==> src/rtl/bridge_rx_burst.sv <==
// bridge_rx_burst: parses ASCII hex read/write/burst-read commands into bus requests.
// Latency: terminator byte in cycle N -> req_valid in cycle N+1; err pulses the cycle after its byte.
// Backpressure: request held until req_ready; bytes arriving while busy are dropped and flagged as overrun.
module bridge_rx_burst #(
   parameter int ADDR_WIDTH = 16,
   parameter int DATA_WIDTH = 16,
   parameter int CNT_WIDTH  = 8
) (
   input  logic                  clk,
   input  logic                  rst,
   input  logic [7:0]            axiid,
   input  logic                  axiiv,
   output logic [ADDR_WIDTH-1:0] req_addr,
   output logic [DATA_WIDTH-1:0] req_data,
   output logic                  req_rw,
   output logic                  req_valid,
   input  logic                  req_ready,
   output logic                  err,
   output logic                  busy
);

   localparam int A_DIG    = ADDR_WIDTH / 4;
   localparam int D_DIG    = DATA_WIDTH / 4;
   localparam int C_DIG    = CNT_WIDTH / 4;
   // The shift register must hold the longer of the write and burst commands.
   localparam int TAIL_W   = (DATA_WIDTH > CNT_WIDTH) ? DATA_WIDTH : CNT_WIDTH;
   localparam int SR_W     = ADDR_WIDTH + TAIL_W;
   localparam int TAIL_DIG = TAIL_W / 4;
   // One past the longest legal digit string, so overlong input can never alias a legal count.
   localparam int DCNT_MAX = A_DIG + TAIL_DIG + 1;
   localparam int DCNT_W   = $clog2(DCNT_MAX + 1);

   localparam logic [DCNT_W-1:0] DC_RD  = DCNT_W'(A_DIG);
   localparam logic [DCNT_W-1:0] DC_WR  = DCNT_W'(A_DIG + D_DIG);
   localparam logic [DCNT_W-1:0] DC_BR  = DCNT_W'(A_DIG + C_DIG);
   localparam logic [DCNT_W-1:0] DC_SAT = DCNT_W'(DCNT_MAX);

   localparam logic [7:0] CH_CR = 8'h0D;
   localparam logic [7:0] CH_LF = 8'h0A;
   localparam logic [7:0] CH_M  = 8'h4D;
   localparam logic [7:0] CH_B  = 8'h42;

   typedef enum logic [2:0] {
      S_IDLE,
      S_MSG,
      S_BRST,
      S_DISCARD,
      S_ISSUE,
      S_BURST
   } state_t;

   // Returns {is_hex, nibble} for one ASCII byte; letters A-F in either case.
   function automatic logic [4:0] hex_nib(input logic [7:0] b);
      logic [4:0] r;
      r = 5'd0;
      if (b >= 8'h30 && b <= 8'h39) begin
         r = {1'b1, b[3:0]};
      end else if ((b >= 8'h41 && b <= 8'h46) || (b >= 8'h61 && b <= 8'h66)) begin
         r = {1'b1, b[3:0] + 4'd9};
      end
      return r;
   endfunction

   state_t                  state_q, state_d;
   logic [DCNT_W-1:0]       dcnt_q, dcnt_d;
   logic [SR_W-1:0]         sr_q, sr_d;
   logic [ADDR_WIDTH-1:0]   addr_q, addr_d;
   logic [DATA_WIDTH-1:0]   data_q, data_d;
   logic                    rw_q, rw_d;
   logic                    valid_q, valid_d;
   logic [CNT_WIDTH-1:0]    cnt_q, cnt_d;
   logic                    ovr_q, ovr_d;
   logic                    err_q, err_d;
   logic                    busy_q, busy_d;

   logic [4:0]              hx;
   logic                    is_term;
   logic                    hs;
   logic                    last_beat;

   // Field views of the collected digits; the last digit received is the least significant.
   logic [ADDR_WIDTH-1:0]   rd_addr;
   logic [ADDR_WIDTH-1:0]   wr_addr;
   logic [DATA_WIDTH-1:0]   wr_data;
   logic [ADDR_WIDTH-1:0]   br_addr;
   logic [CNT_WIDTH-1:0]    br_cnt;

   assign hx      = hex_nib(axiid);
   assign is_term = (axiid == CH_CR) || (axiid == CH_LF);
   assign hs      = valid_q && req_ready;

   assign rd_addr = sr_q[ADDR_WIDTH-1:0];
   assign wr_addr = sr_q[ADDR_WIDTH+DATA_WIDTH-1:DATA_WIDTH];
   assign wr_data = sr_q[DATA_WIDTH-1:0];
   assign br_addr = sr_q[ADDR_WIDTH+CNT_WIDTH-1:CNT_WIDTH];
   assign br_cnt  = sr_q[CNT_WIDTH-1:0];

   // Next-state and registered-output computation for the command parser and request issuer.
   always_comb begin
      state_d   = state_q;
      dcnt_d    = dcnt_q;
      sr_d      = sr_q;
      addr_d    = addr_q;
      data_d    = data_q;
      rw_d      = rw_q;
      valid_d   = valid_q;
      cnt_d     = cnt_q;
      ovr_d     = ovr_q;
      err_d     = 1'b0;
      last_beat = 1'b0;

      case (state_q)
         S_IDLE: begin
            if (axiiv) begin
               if (axiid == CH_M) begin
                  state_d = S_MSG;
                  dcnt_d  = '0;
                  sr_d    = '0;
               end else if (axiid == CH_B) begin
                  state_d = S_BRST;
                  dcnt_d  = '0;
                  sr_d    = '0;
               end else if (!is_term) begin
                  // Stray terminators are tolerated so CRLF line endings work.
                  err_d   = 1'b1;
                  state_d = S_DISCARD;
               end
            end
         end

         S_MSG: begin
            if (axiiv) begin
               if (hx[4]) begin
                  sr_d = {sr_q[SR_W-5:0], hx[3:0]};
                  if (dcnt_q != DC_SAT) dcnt_d = dcnt_q + DCNT_W'(1);
               end else if (is_term) begin
                  if (dcnt_q == DC_RD) begin
                     addr_d  = rd_addr;
                     data_d  = '0;
                     rw_d    = 1'b0;
                     valid_d = 1'b1;
                     state_d = S_ISSUE;
                  end else if (dcnt_q == DC_WR) begin
                     addr_d  = wr_addr;
                     data_d  = wr_data;
                     rw_d    = 1'b1;
                     valid_d = 1'b1;
                     state_d = S_ISSUE;
                  end else begin
                     err_d   = 1'b1;
                     state_d = S_IDLE;
                  end
               end else begin
                  err_d   = 1'b1;
                  state_d = S_DISCARD;
               end
            end
         end

         S_BRST: begin
            if (axiiv) begin
               if (hx[4]) begin
                  sr_d = {sr_q[SR_W-5:0], hx[3:0]};
                  if (dcnt_q != DC_SAT) dcnt_d = dcnt_q + DCNT_W'(1);
               end else if (is_term) begin
                  if (dcnt_q == DC_BR && br_cnt != '0) begin
                     addr_d  = br_addr;
                     cnt_d   = br_cnt;
                     data_d  = '0;
                     rw_d    = 1'b0;
                     valid_d = 1'b1;
                     state_d = S_BURST;
                  end else begin
                     err_d   = 1'b1;
                     state_d = S_IDLE;
                  end
               end else begin
                  err_d   = 1'b1;
                  state_d = S_DISCARD;
               end
            end
         end

         S_DISCARD: begin
            if (axiiv && is_term) state_d = S_IDLE;
         end

         S_ISSUE, S_BURST: begin
            // Bytes cannot be buffered while a request is outstanding; drop and remember.
            if (axiiv) begin
               err_d = 1'b1;
               ovr_d = 1'b1;
            end
            if (hs) begin
               if (state_q == S_BURST) begin
                  addr_d    = addr_q + ADDR_WIDTH'(1);
                  cnt_d     = cnt_q - CNT_WIDTH'(1);
                  last_beat = (cnt_q == CNT_WIDTH'(1));
               end else begin
                  last_beat = 1'b1;
               end
               if (last_beat) begin
                  valid_d = 1'b0;
                  // After an overrun the rest of that line is garbage; resync at the next terminator.
                  if (ovr_d) begin
                     state_d = S_DISCARD;
                     ovr_d   = 1'b0;
                  end else begin
                     state_d = S_IDLE;
                  end
               end
            end
         end

         default: begin
            state_d = S_IDLE;
            valid_d = 1'b0;
         end
      endcase

      busy_d = (state_d == S_ISSUE) || (state_d == S_BURST);
   end

   // State and output registers with synchronous reset.
   always_ff @(posedge clk) begin
      if (rst) begin
         state_q <= S_IDLE;
         dcnt_q  <= '0;
         sr_q    <= '0;
         addr_q  <= '0;
         data_q  <= '0;
         rw_q    <= 1'b0;
         valid_q <= 1'b0;
         cnt_q   <= '0;
         ovr_q   <= 1'b0;
         err_q   <= 1'b0;
         busy_q  <= 1'b0;
      end else begin
         state_q <= state_d;
         dcnt_q  <= dcnt_d;
         sr_q    <= sr_d;
         addr_q  <= addr_d;
         data_q  <= data_d;
         rw_q    <= rw_d;
         valid_q <= valid_d;
         cnt_q   <= cnt_d;
         ovr_q   <= ovr_d;
         err_q   <= err_d;
         busy_q  <= busy_d;
      end
   end

   assign req_addr  = addr_q;
   assign req_data  = data_q;
   assign req_rw    = rw_q;
   assign req_valid = valid_q;
   assign err       = err_q;
   assign busy      = busy_q;

endmodule

==> config.mk <==
export PLATFORM = sky130hd
export DESIGN_NAME = bridge_rx_burst
export DESIGN_NICKNAME = d
export VERILOG_FILES = /design/src/rtl/bridge_rx_burst.sv
export SDC_FILE = /design/constraint.sdc
export NUM_CORES = 1
export LEC_CHECK = 0
export CORE_MARGIN = 4
export CORE_UTILIZATION = 45
export CTS_BUF_LIST = sky130_fd_sc_hd__clkbuf_8
export DETAILED_ROUTE_END_ITERATION = 6
export MAX_ROUTING_LAYER = met4
export PLACE_DENSITY = 0.66
export SLEW_MARGIN = 20
export SYNTH_ARGS = -nofsm -noshare
export SYNTH_HDL_FRONTEND = slang
export SYNTH_SLANG_ARGS = --single-unit
==> constraint.sdc <==
create_clock -name clk -period 3.55 [get_ports clk]
set_input_delay 0.71 -clock clk [delete_from_list [all_inputs] [get_ports clk]]
set_output_delay 0.71 -clock clk [all_outputs]
set_load 0.05 [all_outputs]
==> impl_metrics.toml <==
[clocking]
cts_resized = 0
post_cts_buffers = 0
clk_pin_slew_ns = 0.10
cts.sinks = 84
cts_buffer_depth = 2
htree_levels = 3
numCtsBuffers = 9
root_buffer = "clkbuf_8"
clk_latency_ns = 0.35
cts_hold_buffers = 0
cts_tree = "built"

[synthesis]
yosysTopAreaCell = "dfxtp_1"
synth_top_family_by_area = "compound AO/OA/AOI/OAI gates"
synth-edff-count = 0
ys_seq_area_share_pct = 37.8
synthCells = 556
synth_xor_xnor_area_share_pct = 1.18
yosys-mux-area-fraction_pct = 3.18
avgSynthCellArea_um2 = 7.99
synth_nets = 580
synth_area_um2 = 4440
async_flop_share_pct = 0
synth_seq_cells = 84
yosysWarnings = 0
netlist.area_leader.share_pct = 37.8
yosys-top-cells-area = "dfxtp_1, nand2_1, o21ai_0"
synthSimpleGateAreaFrac_pct = 21.7
synth_compound_area_share_pct = 28.0
yosys.area_share.adder_pct = 3.38
synth_ff_type = "dfxtp_1"
synth.distinct_cells = 63

[floorplanning]
core_area_um2 = 9680
die_x_um = 107
die_area_um2 = 11500
rows = 36
ios = 48
die_h_um = 107
initial_core_util_pct = 45.9

[worst_setup_path]
cp.required_ns = 3.82
cp-start-kind = "input pin"
crit_start = "axiid[1]"
cpPeakStageDelay_ns = 0.49
slowest_stage = "clkdlybuf4s50_1"
cpLargestDelayFamily = "buffers and inverters"
cp_max_fo = 22
worstReg2RegEnd = "req_addr[11]$_SDFFE_PP0P_"
r2r_cells = 7
cp_common_cell = "o21ai_0"
path_class = "in2reg"
reg2reg_from = "dcnt_q[0]$_SDFFE_PP0P_"
crit_arrival_ns = 3.17
path_buf_inv = 3
end_kind = "register"
path_depth = 10
crit_end = "req_addr[11]$_SDFFE_PP0P_"
r2r_slack_ns = 1.24
path_cells = "clkdlybuf4s50_1 -> inv_1 -> ha_1 -> mux2_2 -> and4b_1 -> o21ai_0 -> a221oi_2 -> buf_4 -> o21ai_0 -> a221oi_1"

[pwr]
power_density_nw_per_um2 = 386
ir_drop_v = 0.000223
p_leak_nw = 1.82
power_mw = 2.02

[timing]
finalMaxSlewViolations = 0
hold_violations = 0
fmax_ghz = 0.345
fin_crit_ns = 2.90
tightestPinTransition_ns = 0.716
finalSetupTns_ns = 0
grt_setup_unrepaired = "false"
maxSlewHeadroom_pct = 52.2
final.period_utilization_pct = 81.7
skew_ns = 0.00997
setup_viol = 0

[placed_design]
placed_cells = 712
io_buffers = 47
dp_hpwl_mm = 8.11
placed_area_um2 = 5020
place_congestion = 0.863

[detailed_routing]
drt.antenna.violating_nets = 0
avgViaCountPerCell = 5.82
drtPass1Iterations = 5
via_count = 4236
wl_per_cell_um = 15.8
drtIter0Drc = 262
wl_mm = 11.5
remaining_drc_errors = 0

[finish]
multiInputGateArea_um2 = 2560
layout.cells.non_filler = 728
nNetsFinal = 614
fill_cells = 947
diodes = 0
syn_to_final_growth_pct = 17.8
finalInstanceArea_um2 = 5230
regArea_um2 = 1680
final_util_pct = 54.0
layout-drive-gt1-share_pct = 6.55

[global_routing]
grt_pass1_vias = 4016
antenna_found_initial = 0
grt_overflow = 0
grt_max_degree = 35
grt_pass1_wl_mm = 19.2
track_usage_pct = 21.1

[worst_hold_path]
min_path_type = "reg2reg"
min_from = "req_data[14]$_SDFFE_PP0P_"

[run_status]
status = "complete, no violations"

[run]
max_cap_viol_count = 0
## cell usage after synthesis, types with 7 or more instances
library cell	instances
o21ai_1	13
buf_2	7
a31oi_1	8
nor3_1	10
a22o_1	25
a211oi_1	8
nand3_1	30
mux2i_1	13
a21oi_1	47
nand2_1	76
inv_1	14
dfxtp_1	84
ha_1	12
nor2_1	35
o21ai_0	50
clkbuf_1	24
## layout make-up
class / instances / share of cell area, %
clock buffers: 9 / 2.37
clock inverters: 7 / 1.70
inverters: 14 / 1.00
multi-input cells: 422 / 48.9
flip-flops and latches: 84 / 32.1
well taps: 133 / 3.18
repair buffers: 59 / 10.7
## worst min-delay path by stage
| stage | to | cells after the start |
|---|---|---|
| finish | req_data[14]$_SDFFE_PP0P_ | 2 |
| detailed placement | req_data[14]$_SDFFE_PP0P_ | 2 |
| global placement | req_rw$_SDFFE_PP0P_ | 2 |
| floorplan | cnt_q[1]$_SDFFE_PP0P_ | 2 |
| global route | req_data[4]$_SDFFE_PP0P_ | 2 |
| CTS | req_data[14]$_SDFFE_PP0P_ | 2 |
## flip-flops by register name, summed over array words and instances, names as in the netlist
register   flops
req_data      16
cnt_q          8
ovr_q          1
dcnt_q         4
sr_q          32
err            1
state_q        3
req_rw         1
req_valid      1
busy           1
req_addr      16
## placed cells by master (no fill, tap or decap), types with 6 or more instances in the layout
cell type and count:
dfxtp_1 84, nand2_1 76, o21ai_0 50, a21oi_1 47
clkdlybuf4s50_1 47, nor2_1 35, nand3_1 30, a22o_1 25
inv_1 14, o21ai_1 13, mux2i_1 13, ha_1 12
buf_4 12, nor3_1 10, clkbuf_8 9, a31oi_1 8
a211oi_1 8, nand2b_1 6, nand4_1 6, o31ai_1 6
## metal layers
layer	wire length, um	vias up	track usage [%]
met4	301	0	7.84
met3	590	28	4.56
met1	5080	1988	25.3
li1	-	2109	-
met2	5500	111	34.8
met5	0	-	-
## cell families (layout without fill, tap and decap cells)
logic type | Yosys count | in the layout
AO/OA/AOI/OAI | 191 | 191
adder cells (fa/ha/maj) | 12 | 12
flip-flops | 84 | 84
multiplexers | 14 | 14
XOR/XNOR | 6 | 6
AND/OR/NAND/NOR | 199 | 199
buffers and inverters | 50 | 89
## power by group
part	internal, mW	leakage [nW]	switching [mW]	total (mW)
clock	0.345	0.106	0.386	0.731
sequential	0.957	0.678	0.0294	0.986
combinational	0.102	1.03	0.202	0.304
total	1.40	1.82	0.617	2.02
## worst reg2reg max path, delay by kind of cell (launching register included)
| kind | cells | cell delay (ns) |
|---|---|---|
| buf+inv | 1 | 0.10 |
| mux | 1 | 0.16 |
| simple gates | 1 | 0.53 |
| flops | 1 | 0.40 |
| fa+ha+maj | 1 | 0.25 |
| compound gates | 3 | 0.79 |
## stage by stage
stage	worst slack (ns)	hold slack, ns
floorplan	1.01	0.445
global placement	0.404	0.446
detailed placement	0.268	0.451
CTS	0.674	0.467
global route	0.402	0.503
finish	0.650	0.462
(Power assumes the default switching activity.)
